File: config.mk
export PLATFORM = sky130hd
export DESIGN_NAME = sfp_channel_packetizer
export DESIGN_NICKNAME = d
export VERILOG_FILES = /design/src/rtl/sfp_channel_packetizer.sv
export SDC_FILE = /design/constraint.sdc
export NUM_CORES = 1
export LEC_CHECK = 0
export BUFFER_PORTS_ARGS = -buffer_cell sky130_fd_sc_hd__buf_4
export CORE_AREA = 3 3 246 248
export CTS_CLUSTER_DIAMETER = 150
export DETAILED_ROUTE_END_ITERATION = 8
export DIE_AREA = 0 0 249 251
export GPL_ROUTABILITY_DRIVEN = 0
export PLACE_DENSITY_LB_ADDON = 0.1
export SLEW_MARGIN = 40
export SYNTH_ARGS = -nofsm -noshare
export SYNTH_HDL_FRONTEND = slang
export SYNTH_SLANG_ARGS = --single-unit
File: constraint.sdc
create_clock -name TX_ACLK -period 5.2 [get_ports TX_ACLK]
set_clock_uncertainty 0.1 [all_clocks]
set_input_delay 0.78 -clock TX_ACLK [delete_from_list [all_inputs] [get_ports TX_ACLK]]
set_output_delay 0.78 -clock TX_ACLK [all_outputs]
set_load 0.02 [all_outputs]
File: src/rtl/sfp_channel_packetizer.sv
// sfp_channel_packetizer
//
// Round-robin packetizer. It arbitrates N_CH AXI-Stream input channels and sends one whole
// frame at a time onto a single TX AXI-Stream towards the 10G MAC. Each frame is preceded by a
// header word that carries 8'hA5, the channel ID and that channel's sequence number. Frames
// longer than MAX_LEN payload words are cut short. The cut frame is ended with TLAST and TUSER
// set, and the rest of the input frame is read and thrown away.
//
// Optional build macro: SFP_PACKETIZER_TRAILER_EN. When it is defined, each frame closes with
// a trailer word instead of TLAST on the last payload word. The trailer carries 8'h5A, the
// channel ID, the payload word count and the truncated flag.
//
// Ports:
//   TX_ACLK, TX_RESET             clock; synchronous active-high reset
//   S_AXIS_TDATA/TVALID/TLAST/    per-channel input streams; channel i uses
//   TUSER/TREADY                  TDATA[i*DATA_WIDTH +: DATA_WIDTH]
//   TX_M_AXIS_TDATA/TKEEP/TVALID/ output stream to the MAC; TKEEP is always all ones
//   TLAST/TUSER/TREADY
//   BUSY                          high whenever a frame is in flight
//   TRUNC_CNT                     saturating count of truncated frames

module sfp_channel_packetizer #(
  parameter int unsigned N_CH       = 8,
  parameter int unsigned DATA_WIDTH = 64,
  parameter int unsigned MAX_LEN    = 256,
  parameter int unsigned SEQ_WIDTH  = 16
) (
  input  logic                       TX_ACLK,
  input  logic                       TX_RESET,
  input  logic [N_CH*DATA_WIDTH-1:0] S_AXIS_TDATA,
  input  logic [N_CH-1:0]            S_AXIS_TVALID,
  input  logic [N_CH-1:0]            S_AXIS_TLAST,
  input  logic [N_CH-1:0]            S_AXIS_TUSER,
  output logic [N_CH-1:0]            S_AXIS_TREADY,
  output logic [DATA_WIDTH-1:0]      TX_M_AXIS_TDATA,
  output logic [DATA_WIDTH/8-1:0]    TX_M_AXIS_TKEEP,
  output logic                       TX_M_AXIS_TVALID,
  output logic                       TX_M_AXIS_TLAST,
  output logic                       TX_M_AXIS_TUSER,
  input  logic                       TX_M_AXIS_TREADY,
  output logic                       BUSY,
  output logic [15:0]                TRUNC_CNT
);

  localparam int unsigned ChW = (N_CH > 1) ? $clog2(N_CH) : 1;

`ifdef SFP_PACKETIZER_TRAILER_EN
  typedef enum logic [2:0] {StIdle, StHeader, StPayload, StDrop, StTrailer} state_e;
`else
  typedef enum logic [1:0] {StIdle, StHeader, StPayload, StDrop} state_e;
`endif

  state_e                 state_q, state_d;
  logic [ChW-1:0]         grant_q, grant_d;
  logic [ChW-1:0]         ptr_q, ptr_d;
  logic [SEQ_WIDTH-1:0]   seq_q [N_CH];
  logic [SEQ_WIDTH-1:0]   seq_d [N_CH];
  logic [15:0]            wcnt_q, wcnt_d;
  logic [15:0]            trunc_cnt_q, trunc_cnt_d;
`ifdef SFP_PACKETIZER_TRAILER_EN
  logic                   trunc_flag_q, trunc_flag_d;
  logic                   err_q, err_d;
`endif

  // Unpack the input data bus so the granted channel can be selected by index.
  logic [DATA_WIDTH-1:0] ch_data [N_CH];
  for (genvar i = 0; i < N_CH; i++) begin : g_unpack
    assign ch_data[i] = S_AXIS_TDATA[i*DATA_WIDTH +: DATA_WIDTH];
  end

  logic [DATA_WIDTH-1:0] sel_data;
  logic                  sel_valid, sel_last, sel_user, at_max;
  assign sel_data  = ch_data[grant_q];
  assign sel_valid = S_AXIS_TVALID[grant_q];
  assign sel_last  = S_AXIS_TLAST[grant_q];
  assign sel_user  = S_AXIS_TUSER[grant_q];
  // The word now on offer would be payload word number MAX_LEN.
  assign at_max    = (wcnt_q == 16'(MAX_LEN - 1));

  // Search from the channel after the last grant, wrapping, so each channel waits at most
  // N_CH-1 frames.
  logic [ChW-1:0] arb_ch;
  logic           arb_hit;
  int unsigned    arb_idx;
  always_comb begin
    arb_hit = 1'b0;
    arb_ch  = ptr_q;
    arb_idx = 0;
    for (int unsigned k = 1; k <= N_CH; k++) begin
      arb_idx = (32'(ptr_q) + k) % N_CH;
      if (!arb_hit && S_AXIS_TVALID[ChW'(arb_idx)]) begin
        arb_hit = 1'b1;
        arb_ch  = ChW'(arb_idx);
      end
    end
  end

  always_comb begin
    state_d          = state_q;
    grant_d          = grant_q;
    ptr_d            = ptr_q;
    seq_d            = seq_q;
    wcnt_d           = wcnt_q;
    trunc_cnt_d      = trunc_cnt_q;
`ifdef SFP_PACKETIZER_TRAILER_EN
    trunc_flag_d     = trunc_flag_q;
    err_d            = err_q;
`endif
    TX_M_AXIS_TDATA  = '0;
    TX_M_AXIS_TVALID = 1'b0;
    TX_M_AXIS_TLAST  = 1'b0;
    TX_M_AXIS_TUSER  = 1'b0;
    S_AXIS_TREADY    = '0;

    unique case (state_q)
      StIdle: begin
        if (arb_hit) begin
          grant_d = arb_ch;
          ptr_d   = arb_ch;
          state_d = StHeader;
        end
      end

      StHeader: begin
        TX_M_AXIS_TVALID        = 1'b1;
        TX_M_AXIS_TDATA[63:56]  = 8'hA5;
        TX_M_AXIS_TDATA[55:48]  = 8'(grant_q);
        TX_M_AXIS_TDATA[47:32]  = 16'(seq_q[grant_q]);
        if (TX_M_AXIS_TREADY) begin
          seq_d[grant_q] = seq_q[grant_q] + SEQ_WIDTH'(1);
          wcnt_d         = '0;
`ifdef SFP_PACKETIZER_TRAILER_EN
          trunc_flag_d   = 1'b0;
          err_d          = 1'b0;
`endif
          state_d        = StPayload;
        end
      end

      StPayload: begin
        TX_M_AXIS_TDATA          = sel_data;
        TX_M_AXIS_TVALID         = sel_valid;
        S_AXIS_TREADY[grant_q]   = TX_M_AXIS_TREADY;
`ifndef SFP_PACKETIZER_TRAILER_EN
        // A real TLAST on word MAX_LEN takes priority, so that frame is not marked truncated.
        if (sel_last) begin
          TX_M_AXIS_TLAST = 1'b1;
          TX_M_AXIS_TUSER = sel_user;
        end else if (at_max) begin
          TX_M_AXIS_TLAST = 1'b1;
          TX_M_AXIS_TUSER = 1'b1;
        end
`endif
        if (sel_valid && TX_M_AXIS_TREADY) begin
          wcnt_d = wcnt_q + 16'd1;
          if (sel_last) begin
`ifdef SFP_PACKETIZER_TRAILER_EN
            err_d   = sel_user;
            state_d = StTrailer;
`else
            state_d = StIdle;
`endif
          end else if (at_max) begin
            if (trunc_cnt_q != 16'hFFFF) trunc_cnt_d = trunc_cnt_q + 16'd1;
`ifdef SFP_PACKETIZER_TRAILER_EN
            trunc_flag_d = 1'b1;
`endif
            state_d = StDrop;
          end
        end
      end

      StDrop: begin
        S_AXIS_TREADY[grant_q] = 1'b1;
        if (sel_valid && sel_last) begin
`ifdef SFP_PACKETIZER_TRAILER_EN
          err_d   = sel_user;
          state_d = StTrailer;
`else
          state_d = StIdle;
`endif
        end
      end

`ifdef SFP_PACKETIZER_TRAILER_EN
      StTrailer: begin
        TX_M_AXIS_TVALID       = 1'b1;
        TX_M_AXIS_TLAST        = 1'b1;
        TX_M_AXIS_TDATA[63:56] = 8'h5A;
        TX_M_AXIS_TDATA[55:48] = 8'(grant_q);
        TX_M_AXIS_TDATA[47:32] = wcnt_q;
        TX_M_AXIS_TDATA[0]     = trunc_flag_q;
        TX_M_AXIS_TUSER        = err_q | trunc_flag_q;
        if (TX_M_AXIS_TREADY) state_d = StIdle;
      end
`endif

      default: state_d = StIdle;
    endcase
  end

  always_ff @(posedge TX_ACLK) begin
    if (TX_RESET) begin
      state_q     <= StIdle;
      grant_q     <= '0;
      ptr_q       <= ChW'(N_CH - 1);
      for (int i = 0; i < N_CH; i++) seq_q[i] <= '0;
      wcnt_q      <= '0;
      trunc_cnt_q <= '0;
`ifdef SFP_PACKETIZER_TRAILER_EN
      trunc_flag_q <= 1'b0;
      err_q        <= 1'b0;
`endif
    end else begin
      state_q     <= state_d;
      grant_q     <= grant_d;
      ptr_q       <= ptr_d;
      seq_q       <= seq_d;
      wcnt_q      <= wcnt_d;
      trunc_cnt_q <= trunc_cnt_d;
`ifdef SFP_PACKETIZER_TRAILER_EN
      trunc_flag_q <= trunc_flag_d;
      err_q        <= err_d;
`endif
    end
  end

  assign TX_M_AXIS_TKEEP = '1;
  assign BUSY            = (state_q != StIdle);
  assign TRUNC_CNT       = trunc_cnt_q;

endmodule

== After elaboration in Yosys (flattened, before gate mapping) ==
Cells that the tools add are included.

* Register bits: 168
* Bits in latches: 0
* Memory bits (writable): 0
* Memory bits (read-only): 0
* Bits of input ports: 539
* Output and inout bits: 100
* Logic and storage cells: 143
* Memories: 0

* $add $sub $neg: 11
* Multipliers: 0
* Divide/modulo/power cells: 0
* Magnitude comparators: 12
* Equal/unequal tests: 10
* Shift operators: 0
* Muxes and demuxes: 68
* Bitwise gates (word level): 3
* Reduce and logical (&&, ||, !) cells: 26

{| class="wikitable"
|+ Operators by type and width
! cell !! count
|-
| binary-select mux 64 bit (select 3 bit) || 1
|-
| bitwise mux 128 bit || 1
|-
| two-way mux 64 bit || 2
|-
| two-way mux 16 bit || 5
|-
| case mux 32 bit (2 select lines) || 1
|-
| adder 16 x 1 -> 16 bit (second input constant) || 3
|-
| binary-select mux 16 bit (select 3 bit) || 1
|-
| demux 16 bit (select 3 bit) || 1
|-
| < comparator 3 x 4 -> 1 bit (second input constant) || 9
|-
| binary-select mux 1 bit (select 3 bit) || 11
|-
| two-way mux 32 bit || 1
|-
| case mux 16 bit (2 select lines) || 1
|-
| two-way mux 1 bit || 25
|-
| two-way mux 3 bit || 8
|-
| equality test 16 x 8 -> 1 bit (second input constant) || 1
|-
| inequality test 16 bit (second input constant) || 1
|-
| case mux 8 bit (2 select lines) || 1
|-
| adder 3 bit (second input constant) || 4
|-
| two-way mux 2 bit || 6
|-
| logical AND 1 bit || 11
|-
| AND reduction 5 bit || 2
|-
| bitwise AND 8 bit || 1
|-
| inequality test 2 bit (second input constant) || 4
|-
| case mux 2 bit (4 select lines) || 1
|-
| 17 further kinds || 28
|}

== Depth between registers and ports, before layout ==
Gate-level depths: netlist (run 1).

* Word-level depth: 27
* Gate-level depth with buffers: 15
* Depth with buffers taken out: 11

== Least setup slack after synthesis (run 1) ==
No wires, ideal clock.

* Path kind: reg-to-reg
* Start: register ptr_q[1]
* End: register ptr_q[0]
* Setup time: 0.127 ns
* Data arrival time: 3.487 ns
* Data required time: 4.973 ns
* Path slack: 1.485 ns
* Stages on the path, launching flop included: 16
* Path buffers: 5
* Period minus slack after synthesis: 3.715 ns
* Cell sequence: dfxtp_1 > buf_2 > clkbuf_1 > inv_1 > ha_1 > buf_2 > buf_1 > mux2i_1 > nand2_1 > o221ai_1 > and4_1 > buf_2 > nand2_1 > o21ai_2 > nor3_1 > or3b_1

* Word-level cells in the longest chain between the ends: 26
* Elaborated cells between the ends (all ways): 55
* Those cells by class: add/sub (8); mux (32); reduce/logical (15)

{| class="wikitable"
|+ Ends and longest elaborated chain
! item !! RTL line !! RTL
|-
| from (decl) || 55 || <nowiki>logic [ChW-1:0] ptr_q, ptr_d;</nowiki>
|-
| from (signal assigned) || 206 || <nowiki>ptr_q <= ChW'(N_CH - 1);</nowiki>
|-
| from (signal assigned) || 217 || <nowiki>ptr_q <= ptr_d;</nowiki>
|-
| adder 3 x 1 -> 3 bit || 90 || <nowiki>arb_idx = (32'(ptr_q) + k) % N_CH;</nowiki>
|-
| binary-select mux 1 bit (select 3 bit) || 91 || <nowiki>if (!arb_hit && S_AXIS_TVALID[ChW'(arb_idx)]) begin</nowiki>
|-
| two-way mux 1 bit (implied by the code) || 91 ||
|-
| two-way mux 1 bit || 91 ||
|-
| logical NOT 1 bit || 91 ||
|-
| logical AND 1 bit || 91 ||
|-
| two-way mux 1 bit || 91 ||
|-
| logical NOT 1 bit || 91 ||
|-
| [10 not listed] || -- ||
|-
| two-way mux 1 bit || 91 ||
|-
| logical NOT 1 bit || 91 ||
|-
| logical AND 1 bit || 91 ||
|-
| two-way mux 1 bit || 91 ||
|-
| logical NOT 1 bit || 91 ||
|-
| logical AND 1 bit || 91 ||
|-
| two-way mux 1 bit || 91 ||
|-
| AND reduction 2 bit (no line) || -- ||
|}

Several ways; a longest one is shown, not always the timed one. The select of a mux whose other input is x is not followed.
A chain may end at the register's enable or synchronous reset.

== Worst setup path after layout (run 1) ==
* Start: register grant_q[2]
* End: output port TX_M_AXIS_TDATA[37]

* Word-level cells in the longest chain between the ends: 5
* Elaborated cells between the ends (all ways): 8
* Those cells by class: mux (7); bitwise (1)

{| class="wikitable"
|+ Ends and longest elaborated chain
! item !! RTL line !! RTL
|-
| from (decl) || 54 || <nowiki>logic [ChW-1:0] grant_q, grant_d;</nowiki>
|-
| from (signal assigned) || 216 || <nowiki>grant_q <= grant_d;</nowiki>
|-
| NOT 3 -> 4 bit (implied by the code) * || 73, 128 ||
|-
| binary-select mux 64 bit (select 3 bit) or binary-select mux 16 bit (select 3 bit) (tied branches) || 73, 128 ||
|-
| two-way mux 64 bit (implied by the code) or two-way mux 16 bit (tied branches) (2 in a row) || 73, 128 ||
|-
| case mux 32 bit (2 select lines) * || 115 || <nowiki>unique case (state_q)</nowiki>
|-
| to (decl) || 35 || <nowiki>output logic [DATA_WIDTH-1:0] TX_M_AXIS_TDATA,</nowiki>
|}

Mark *: on every way between the ends. The rest lies on a longest branch, timed or not. The select of a mux whose other input is x is not followed.

==> impl_metrics.tcl, run 1 <==
set metrics [dict create \
    cts_resized 0 \
    n_fill_cell 6332 \
    finalCriticalPeriod_ns 4.766 \
    cts_sinks 168 \
    tritoncts_buffers 17 \
    timing.max_cap.violations 0 \
    grt_start_max_net_pins 105 \
    routed_wire_length_per_instance_um 32.50 \
    flow.area_growth_from_synthesis_pct 50.72 \
    post_cts.repair.setup_buffers 0 \
    overflow 0 \
    critical_path.slowest_cell "sky130_fd_sc_hd__dfxtp_2" \
    hpwl_um 76010 \
    path_delay_family "compound AO/OA/AOI/OAI gates" \
    ys_ff_latch 168 \
    tns_ns 0 \
    worstSetupEndpointType "primary output" \
    drt-total-wl_um 94460 \
    timing.critical_path.slowest_cell_delay_ns 0.90 \
    worst_setup_hold_path_clk_slew_ns 0.08 \
    required_ns 4.32 \
    post_route_clock_period_utilization_pct 91.65 \
    yosysUniqueCellTypes 80 \
    place_ws_ns 1.052 \
    timing_worst_slew_pin_value_ns 0.9630 \
    placeableCoreArea_um2 58690 \
    cts_root_buffer "sky130_fd_sc_hd__clkbuf_16" \
    stdcell_count 2907 \
    synth_async_sr_flop_share_pct 0 \
    clkLatencyLatePin_ns 0.45 \
    setup_repair_after_global_routing_missed_its_margin "false" \
    clock.fmax_mhz 209.8 \
    tritoncts "yes" \
    global_route_wire_length_before_repair_um 126700 \
    worstPathCellList "buf_12 > nor3b_2 > buf_4 > a22o_1 > a221oi_1 > a31oi_1 > a21o_1 > buf_4" \
    leakage_nw 7.382 \
    initial_util_pct 20.82 \
    synth.yosys.seq_area_share_pct 27.53 \
    io_pins 639 \
    die-area_um2 62500 \
    postSynthAreaPerCell_um2 7.929 \
    antenna_left 0 \
    timing_max_transition_violations_final 0 \
    die_h_um 251 \
    final-setup-viol-count 0 \
    numPlacedInstances 2858 \
    firstDrtPassIters 8 \
    io_buffer_count 630 \
    drt_drc_violations_left 0 \
    grt_util_all_layers_pct 28.71 \
    ctsLongestPathBuffers 2 \
    slew-limit-headroom_pct 35.80 \
    vias 15590 \
    syn-instance-count 1541 \
    power.ir.vdd_worst_v 0.0002484 \
    num-nets-final 2652 \
    ys_dominant_reg_cell "sky130_fd_sc_hd__dfxtp_1" \
    largest_fanout_of_any_net_on_the_critical_path 35 \
    drt-vias-per-instance 5.363 \
    cp_bufs_invs 3 \
    worst-setup-path-type "flop to primary output" \
    critical_path.startpoint_type "flop" \
    final.setup.worst_slack_ns 0.4344 \
    finalHoldViolCount 0 \
    htree_levels 4 \
    cts_hold_buf 0 \
    first_global_vias 15400 \
    power.density_nw_per_um2 328.2 \
    cell_mode_on_critical_path "sky130_fd_sc_hd__buf_4" \
    run_status "completed" \
    detail_route.iter0.violations 1358 \
    number_of_enable_type_register_cells_in_the_synthesized_netlist 0 \
    number_of_antenna_violations_at_the_first_check_in_global_routing 36 \
    yosysWarningCount 0 \
    postLayoutCellArea_um2 18420 \
    critPathArrivalTime_ns 3.89 \
    synth.cell_area_um2 12220 \
    dieWidth_um 249 \
    placed_area_um2 17750 \
    final_layout_size_suffix_gt1_share_pct 37.46 \
    holdCritPathClass "flop to flop" \
    placement_rows 89 \
]
[routing by layer]
metal	track usage [%]	part of all wire, %	wire length [um]
met1	35.33	41	38490
met2	46.58	47	44060
met3	11.16	10	9445
met4	8.321	2.5	2345
met5	0	0.12	117
[cell usage in the layout (no fill, tap or decap), types with 7 or more instances in the layout]
cell type                   netlist  routed
sky130_fd_sc_hd__buf_4           14     674
sky130_fd_sc_hd__and3_1          16      15
sky130_fd_sc_hd__and2_1          14      14
sky130_fd_sc_hd__nand3_1         19      19
sky130_fd_sc_hd__a21oi_1        135     135
sky130_fd_sc_hd__xnor2_1         20      18
sky130_fd_sc_hd__a31oi_1         52      52
sky130_fd_sc_hd__ha_1             9       9
sky130_fd_sc_hd__mux2i_1         32      32
sky130_fd_sc_hd__xor2_1          16      16
sky130_fd_sc_hd__a221oi_1        61      61
sky130_fd_sc_hd__mux4_2          31      31
sky130_fd_sc_hd__nor2_1         175     172
sky130_fd_sc_hd__conb_1           1       8
sky130_fd_sc_hd__clkbuf_16        0      17
sky130_fd_sc_hd__nor3b_1         10       9
sky130_fd_sc_hd__inv_1           15      14
sky130_fd_sc_hd__nor3_1          18      17
sky130_fd_sc_hd__nor4_1          11      11
sky130_fd_sc_hd__a22o_1          59      59
sky130_fd_sc_hd__nand2_1        187     185
sky130_fd_sc_hd__or3_1           15      15
sky130_fd_sc_hd__o22ai_1         14      14
sky130_fd_sc_hd__diode_2          0      17
sky130_fd_sc_hd__dfxtp_1        168     165
sky130_fd_sc_hd__o21a_1          16      16
sky130_fd_sc_hd__nor2b_1          9       9
sky130_fd_sc_hd__o21ai_0         32      32
sky130_fd_sc_hd__a22oi_1        147     147
sky130_fd_sc_hd__mux2_2           7       7
sky130_fd_sc_hd__a211o_1         10      10
[through the flow]
| stage | power (mW) | hold WS [ns] | utilization, % |
|---|---|---|---|
| after floorplan | 3.277 | 0.3315 | - |
| after global placement | 4.672 | 0.3398 | 30.22 |
| after detailed placement | 4.701 | 0.3449 | 30.25 |
| after CTS | 6.060 | 0.3561 | 31.28 |
| after global routing | 6.337 | 0.3785 | 31.37 |
| final | 6.045 | 0.3555 | 31.38 |
[cell usage after synthesis (16+ instances only)]
| cell | instances | area (um2) |
|---|---|---|
| sky130_fd_sc_hd__a21oi_1 | 135 | 675.7 |
| sky130_fd_sc_hd__a221oi_1 | 61 | 534.3 |
| sky130_fd_sc_hd__a22o_1 | 59 | 516.8 |
| sky130_fd_sc_hd__a22oi_1 | 147 | 1104 |
| sky130_fd_sc_hd__a31oi_1 | 52 | 325.3 |
| sky130_fd_sc_hd__and3_1 | 16 | 100.1 |
| sky130_fd_sc_hd__buf_1 | 25 | 93.84 |
| sky130_fd_sc_hd__clkbuf_1 | 86 | 322.8 |
| sky130_fd_sc_hd__dfxtp_1 | 168 | 3363 |
| sky130_fd_sc_hd__mux2i_1 | 32 | 320.3 |
| sky130_fd_sc_hd__mux4_2 | 31 | 698.2 |
| sky130_fd_sc_hd__nand2_1 | 187 | 701.9 |
| sky130_fd_sc_hd__nand3_1 | 19 | 95.09 |
| sky130_fd_sc_hd__nor2_1 | 175 | 656.9 |
| sky130_fd_sc_hd__nor3_1 | 18 | 90.09 |
| sky130_fd_sc_hd__o21a_1 | 16 | 120.1 |
| sky130_fd_sc_hd__o21ai_0 | 32 | 160.2 |
| sky130_fd_sc_hd__xnor2_1 | 20 | 175.2 |
| sky130_fd_sc_hd__xor2_1 | 16 | 140.1 |
[path summary, 6_finish.rpt]
| path | start | to | slack, ns | depth (start not counted) |
|---|---|---|---|---|
| worst min-delay path | seq_q[89] | seq_q[89] | 0.36 | 2 |
| worst min register to register | seq_q[89] | seq_q[89] | 0.36 | 2 |
| worst max-delay path | grant_q[2] | TX_M_AXIS_TDATA[37] | 0.43 | 8 |
| worst max register to register | grant_q[2] | seq_q[76] | 1.12 | 11 |
[area by class of cell]
cell class                      count  area, um2  area share, %
Sequential cell                   168       3369          18.30
Multi-Input combinational cell   1219       8184          44.44
Tap cell                          773      967.2          5.252
Timing Repair Buffer              681       5185          28.16
Clock inverter                     13      160.2         0.8697
Inverter                           17      63.81         0.3465
Antenna cell                       17      42.54         0.2310
Clock buffer                       19      442.9          2.405
[flip-flops by register name (all words and copies together) (netlist names)]
signal and cells:
state_q 2, seq_q 128, TRUNC_CNT 16, grant_q 3
wcnt_q 16, ptr_q 3
[cells by family after synthesis]
| kind of cell | after synthesis | synth area share (%) |
|---|---|---|
| AO/OA/AOI/OAI | 571 | 33.12 |
| XOR/XNOR | 38 | 2.847 |
| adder cells (fa/ha/maj) | 9 | 0.9217 |
| buffers and inverters | 161 | 6.247 |
| flip-flops | 168 | 27.53 |
| multiplexers | 76 | 9.718 |
| other | 1 | 0.03069 |
| AND/OR/NAND/NOR | 517 | 19.59 |
[tightest hold or removal path, delay by kind of cell, from the launching register on]
family          cells  cell delay (ns)
compound gates      1             0.05
flops               1             0.31
simple gates        1             0.05
[where the power goes]
group          internal, mW  switching (mW)
Clock                 0.737           0.609
Combinational          1.27            2.00
Sequential             1.32           0.110
Total                  3.33            2.72
Note: power is estimated with default switching activity, not from simulation.
==> run 2, diff against run 1 <==
Settings changed: RECOVER_POWER set to 25.
==> run 2 against run 1 <==
  * Wire length hardly changed
  * Largest cell class unchanged
  * Utilization shrank 0.20 points
  * Final area is 0.65% lower
  * Critical path type unchanged
  * Sequential share of layout area grew 0.12 points
  * Sequential power about the same
  * Power is 0.29% lower
  * Worst setup slack better by 0.024 ns
  * Global-route usage did not move
  * Combinational power about the same
  * Clock power about the same
  * Die area unchanged
==> impl_metrics.tcl, run 2 (synthesized netlist as in run 1, its figures left out) <==
set metrics [dict create \
    power.ir.vdd_worst_v 0.0002498 \
    critPathArrivalTime_ns 3.86 \
    worstSetupEndpointType "primary output" \
    tns_ns 0 \
    timing_max_transition_violations_final 0 \
    final_cell_mix "sky130_fd_sc_hd__buf_4 (647), sky130_fd_sc_hd__nand2_1 (186), sky130_fd_sc_hd__nor2_1 (172), sky130_fd_sc_hd__dfxtp_1 (165), sky130_fd_sc_hd__a22oi_1 (147)" \
    holdCritPathClass "flop to flop" \
    worst-setup-path-type "flop to primary output" \
    timing.critical_path.slowest_cell_delay_ns 0.90 \
    path_delay_family "compound AO/OA/AOI/OAI gates" \
    critical_path.slowest_cell "sky130_fd_sc_hd__dfxtp_2" \
    placeableCoreArea_um2 58690 \
    worstPathCellList "buf_12 > nor3b_2 > buf_4 > a22o_1 > a221oi_1 > a31oi_1 > a21o_1 > buf_4" \
    dieWidth_um 249 \
    placed_area_um2 17750 \
    grt_util_all_layers_pct 28.71 \
    ctsLongestPathBuffers 2 \
    largest_fanout_of_any_net_on_the_critical_path 35 \
    cts_hold_buf 0 \
    cts_root_buffer "sky130_fd_sc_hd__clkbuf_16" \
    io_pins 639 \
    finalCoreUtilization_pct 31.18 \
    final-setup-viol-count 0 \
    timing.max_cap.violations 0 \
    final_layout_size_suffix_gt1_share_pct 36.04 \
    num-nets-final 2652 \
    slew-limit-headroom_pct 12.92 \
    detail_route.iter0.violations 1329 \
    initial_util_pct 20.82 \
    worst_setup_hold_path_clk_slew_ns 0.08 \
    run_status "completed" \
    post_route_clock_period_utilization_pct 91.18 \
    setup_repair_after_global_routing_missed_its_margin "false" \
    tritoncts_buffers 17 \
    grt_start_max_net_pins 105 \
    largest_register_ffs 128 \
    power.density_nw_per_um2 329.4 \
    hpwl_um 76010 \
    tritoncts "yes" \
    firstDrtPassIters 5 \
    die-area_um2 62500 \
    drt-total-wl_um 94450 \
    cts_sinks 168 \
    critical_path.startpoint_type "flop" \
    cp_bufs_invs 3 \
    clock.fmax_mhz 210.9 \
    number_of_antenna_violations_at_the_first_check_in_global_routing 36 \
    global_route_wire_length_before_repair_um 126700 \
    mostFrequentLayoutCell "sky130_fd_sc_hd__buf_4" \
    finalCriticalPeriod_ns 4.741 \
    required_ns 4.32 \
    postLayoutCellArea_um2 18300 \
    flow.area_growth_from_synthesis_pct 49.75 \
    drt_drc_violations_left 0 \
    post_cts.repair.setup_buffers 0 \
    cts_resized 0 \
    overflow 0 \
    leakage_nw 7.258 \
    routed_wire_length_per_instance_um 32.50 \
    die_h_um 251 \
    drt-vias-per-instance 5.351 \
    n_fill_cell 6356 \
    antenna_left 0 \
    io_buffer_count 630 \
    placement_rows 89 \
    regMostFlops "seq_q" \
    htree_levels 4 \
    cell_mode_on_critical_path "sky130_fd_sc_hd__buf_4" \
    clkLatencyLatePin_ns 0.45 \
    worst_hold_slack_ns 0.3553 \
    first_global_vias 15400 \
    timing_worst_slew_pin_value_ns 1.303 \
    finalHoldViolCount 0 \
    vias 15550 \
]
run 2: through the flow:
step | power [mW] | instances | setup WS [ns]
after floorplan | 3.277 | 1548 | 1.485
after CTS | 6.060 | 2890 | 0.5494
after detailed placement | 4.701 | 2858 | 1.052
final | 6.027 | 2906 | 0.4587
after global placement | 4.672 | 2857 | 1.068
after global routing | 6.321 | 2904 | 0.3223
run 2: per-layer routing:
layer	track usage [%]	vias up	part of all wire (%)	wire, um
met5	0	-	0.12	117
met4	8.321	20	2.4	2244
met2	46.58	690	47	44230
li1	-	6967	-	-
met1	35.33	7770	41	38330
met3	11.16	103	10	9528
run 2: path summary, 6_finish.rpt:
check	from	endpoint	slack (ns)	depth (start not counted)
hold / removal	seq_q[89]	seq_q[89]	0.36	2
setup / recovery	grant_q[2]	TX_M_AXIS_TDATA[37]	0.46	8
hold reg to reg	seq_q[89]	seq_q[89]	0.36	2
setup reg to reg	grant_q[1]	seq_q[76]	0.75	10
run 2: final cells by class:
cell class | instances | area, um2 | area share (%)
Antenna cell | 16 | 40.04 | 0.2188
Clock buffer | 19 | 442.9 | 2.421
Clock inverter | 13 | 160.2 | 0.8753
Inverter | 17 | 63.81 | 0.3488
Multi-Input combinational cell | 1219 | 8169 | 44.65
Sequential cell | 168 | 3369 | 18.42
Tap cell | 773 | 967.2 | 5.286
Timing Repair Buffer | 681 | 5084 | 27.79
run 2: where the power goes:
group	switching [mW]	internal, mW	leakage, nW	total (mW)
Combinational	2.00	1.26	5.62	3.25
Clock	0.608	0.736	0.287	1.34
Sequential	0.110	1.32	1.36	1.43
Total	2.72	3.31	7.26	6.03
run 2: worst register-to-register path, delay by kind of cell, from the launching register on:
kind | cells | cell delay [ns]
xor+xnor | 1 | 0.57
fa+ha+maj | 1 | 0.26
buf+inv | 1 | 0.70
compound gates | 1 | 0.22
flops | 1 | 0.88
simple gates | 6 | 1.61
==> run 3, diff against run 2 <==
Settings changed: CORE_AREA 3 3 246 248 to 3 3 248 250, DIE_AREA 0 0 249 251 to 0 0 251 253.
==> run 3 against run 2 <==
  * Utilization is 0.38 points lower
  * Sequential share of layout area is 0.056 points higher
  * First-iteration DRC count increased by 14%
  * Via count is 0.20% higher
  * Critical path type unchanged
  * Critical endpoint unchanged
  * Largest cell class unchanged
==> impl_metrics.tcl, run 3 (synthesized netlist as in run 1, its figures left out) <==
set metrics [dict create \
    run_status "completed" \
    placed_area_um2 17730 \
    cp_bufs_invs 4 \
    drt_drc_violations_left 0 \
    tritoncts "yes" \
    mostFrequentLayoutCell "sky130_fd_sc_hd__buf_4" \
    cts_hold_buf 0 \
    cts_sinks 168 \
    critPathArrivalTime_ns 3.86 \
    worstSetupEndpointType "primary output" \
    worstPathCellList "buf_12 > nor3b_2 > clkbuf_1 > buf_4 > a22o_1 > a221oi_1 > a31oi_1 > a21o_1 > buf_4" \
    timing.critical_path.slowest_cell_delay_ns 0.84 \
    timing.hold.worst_path_depth 2 \
    tns_ns 0 \
    timing.max_cap.violations 0 \
    post_route_clock_period_utilization_pct 91.14 \
    final_layout_size_suffix_gt1_share_pct 35.98 \
    drt-vias-per-instance 5.351 \
    timing_max_transition_violations_final 0 \
    firstDrtPassIters 5 \
    hpwl_um 79340 \
    detail_route.iter0.violations 1511 \
    cts_root_buffer "sky130_fd_sc_hd__clkbuf_16" \
    io_pins 639 \
    placeableCoreArea_um2 59240 \
    die-area_um2 63500 \
    antenna_left 0 \
    holdCritPathClass "flop to flop" \
    rrSetupSlack_ns 1.08 \
    critical_path.slowest_cell "sky130_fd_sc_hd__dfxtp_2" \
    initial_util_pct 20.62 \
    path_delay_family "compound AO/OA/AOI/OAI gates" \
    postLayoutCellArea_um2 18250 \
    num-nets-final 2652 \
    worst_setup_hold_path_clk_slew_ns 0.07 \
    setup_repair_after_global_routing_missed_its_margin "false" \
    number_of_antenna_violations_at_the_first_check_in_global_routing 40 \
    power.ir.vdd_worst_v 0.0002363 \
    critPathLaunch "grant_q[2]" \
    routed_wire_length_per_instance_um 33.57 \
    regMostFlops "seq_q" \
    vias 15580 \
    largest_register_ffs 128 \
    cts_resized 0 \
    final-setup-viol-count 0 \
    finalHoldViolCount 0 \
    first_global_vias 15190 \
    tritoncts_buffers 17 \
    reg2reg_depth 12 \
    critical_path.startpoint_type "flop" \
    clock.fmax_mhz 211.0 \
    cell_mode_on_critical_path "sky130_fd_sc_hd__buf_4" \
    largest_fanout_of_any_net_on_the_critical_path 44 \
    placement_rows 89 \
    grt_start_max_net_pins 77 \
    slew-limit-headroom_pct 14.94 \
    finalCriticalPeriod_ns 4.739 \
    leakage_nw 7.236 \
    final_cell_mix "sky130_fd_sc_hd__buf_4 (650), sky130_fd_sc_hd__nand2_1 (186), sky130_fd_sc_hd__nor2_1 (169), sky130_fd_sc_hd__dfxtp_1 (164), sky130_fd_sc_hd__a22oi_1 (148)" \
    min_delay_startpoint "seq_q[9]" \
    dieWidth_um 251 \
    worst_r2r_startpoint "grant_q[2]" \
    overflow 0 \
    grt_util_all_layers_pct 29.29 \
    die_h_um 253 \
    global_route_wire_length_before_repair_um 129500 \
    io_buffer_count 630 \
    ctsLongestPathBuffers 2 \
    post_cts.repair.setup_buffers 0 \
    power.density_nw_per_um2 329.9 \
    clkLatencyLatePin_ns 0.45 \
    critical_path.reg2reg.endpoint "seq_q[92]" \
    timing_worst_slew_pin_value_ns 1.276 \
    flow.area_growth_from_synthesis_pct 49.35 \
    worst-setup-path-type "flop to primary output" \
    htree_levels 4 \
    required_ns 4.32 \
    fin_total_pwr_mw 6.020 \
    min_to "seq_q[9]" \
    drt-total-wl_um 97760 \
]
-- run 3: worst reg2reg max path: cells and delay by family, from the launching register on --
family,cells,cell delay [ns]
AND/OR/NAND/NOR,6,1.57
flip-flops,1,0.56
XOR/XNOR,1,0.54
AO/OA/AOI/OAI,2,0.44
buffers and inverters,1,0.31
multiplexers,1,0.30
adder cells (fa/ha/maj),1,0.20
-- run 3: cell type report --
type	instances	area, um2
fill	6455	40990
multi-input combinational	1219	8159
timing repair buffer	681	5045
sequential	168	3371
tap	773	967.2
clock buffer	18	439.2
clock inverter	12	142.6
inverter	17	63.81
antenna	24	60.06
-- run 3: where the power goes --
group | internal, mW | total (mW) | switching [mW]
clock | 0.725 | 1.31 | 0.588
combinational | 1.25 | 3.29 | 2.04
sequential | 1.32 | 1.42 | 0.0960
-- run 3: metrics by stage --
step	cells	utilization (%)	setup slack, ns	hold slack [ns]
global placement	2858	29.89	1.202	0.3374
finish	2912	30.80	0.4607	0.3552
floorplan	1548	-	1.485	0.3315
CTS	2888	30.91	0.7327	0.3567
detailed placement	2858	29.92	1.130	0.3462
global route	2908	30.78	0.3182	0.3743
-- run 3: routing by layer --
metal / routed length (um) / part of all wire, % / up-vias / track usage, %
met5: 61 / 0.062 / - / 0
met4: 3144 / 3.2 / 10 / 11.42
met3: 9130 / 9.3 / 120 / 9.470
met2: 46110 / 47 / 797 / 47.42
met1: 39320 / 40 / 7670 / 36.20
li1: - / - / 6984 / -
-- run 3: worst max path at each step --
stage	to	slack [ns]	cells after the start
2_1_floorplan	ptr_q[0]	1.49	15
3_3_place_gp	TX_M_AXIS_TDATA[47]	1.20	7
3_5_place_dp	seq_q[15]	1.13	9
4_1_cts	TX_M_AXIS_TDATA[37]	0.73	9
5_1_grt	TX_M_AXIS_TDATA[37]	0.32	9
6_report	TX_M_AXIS_TDATA[37]	0.46	9
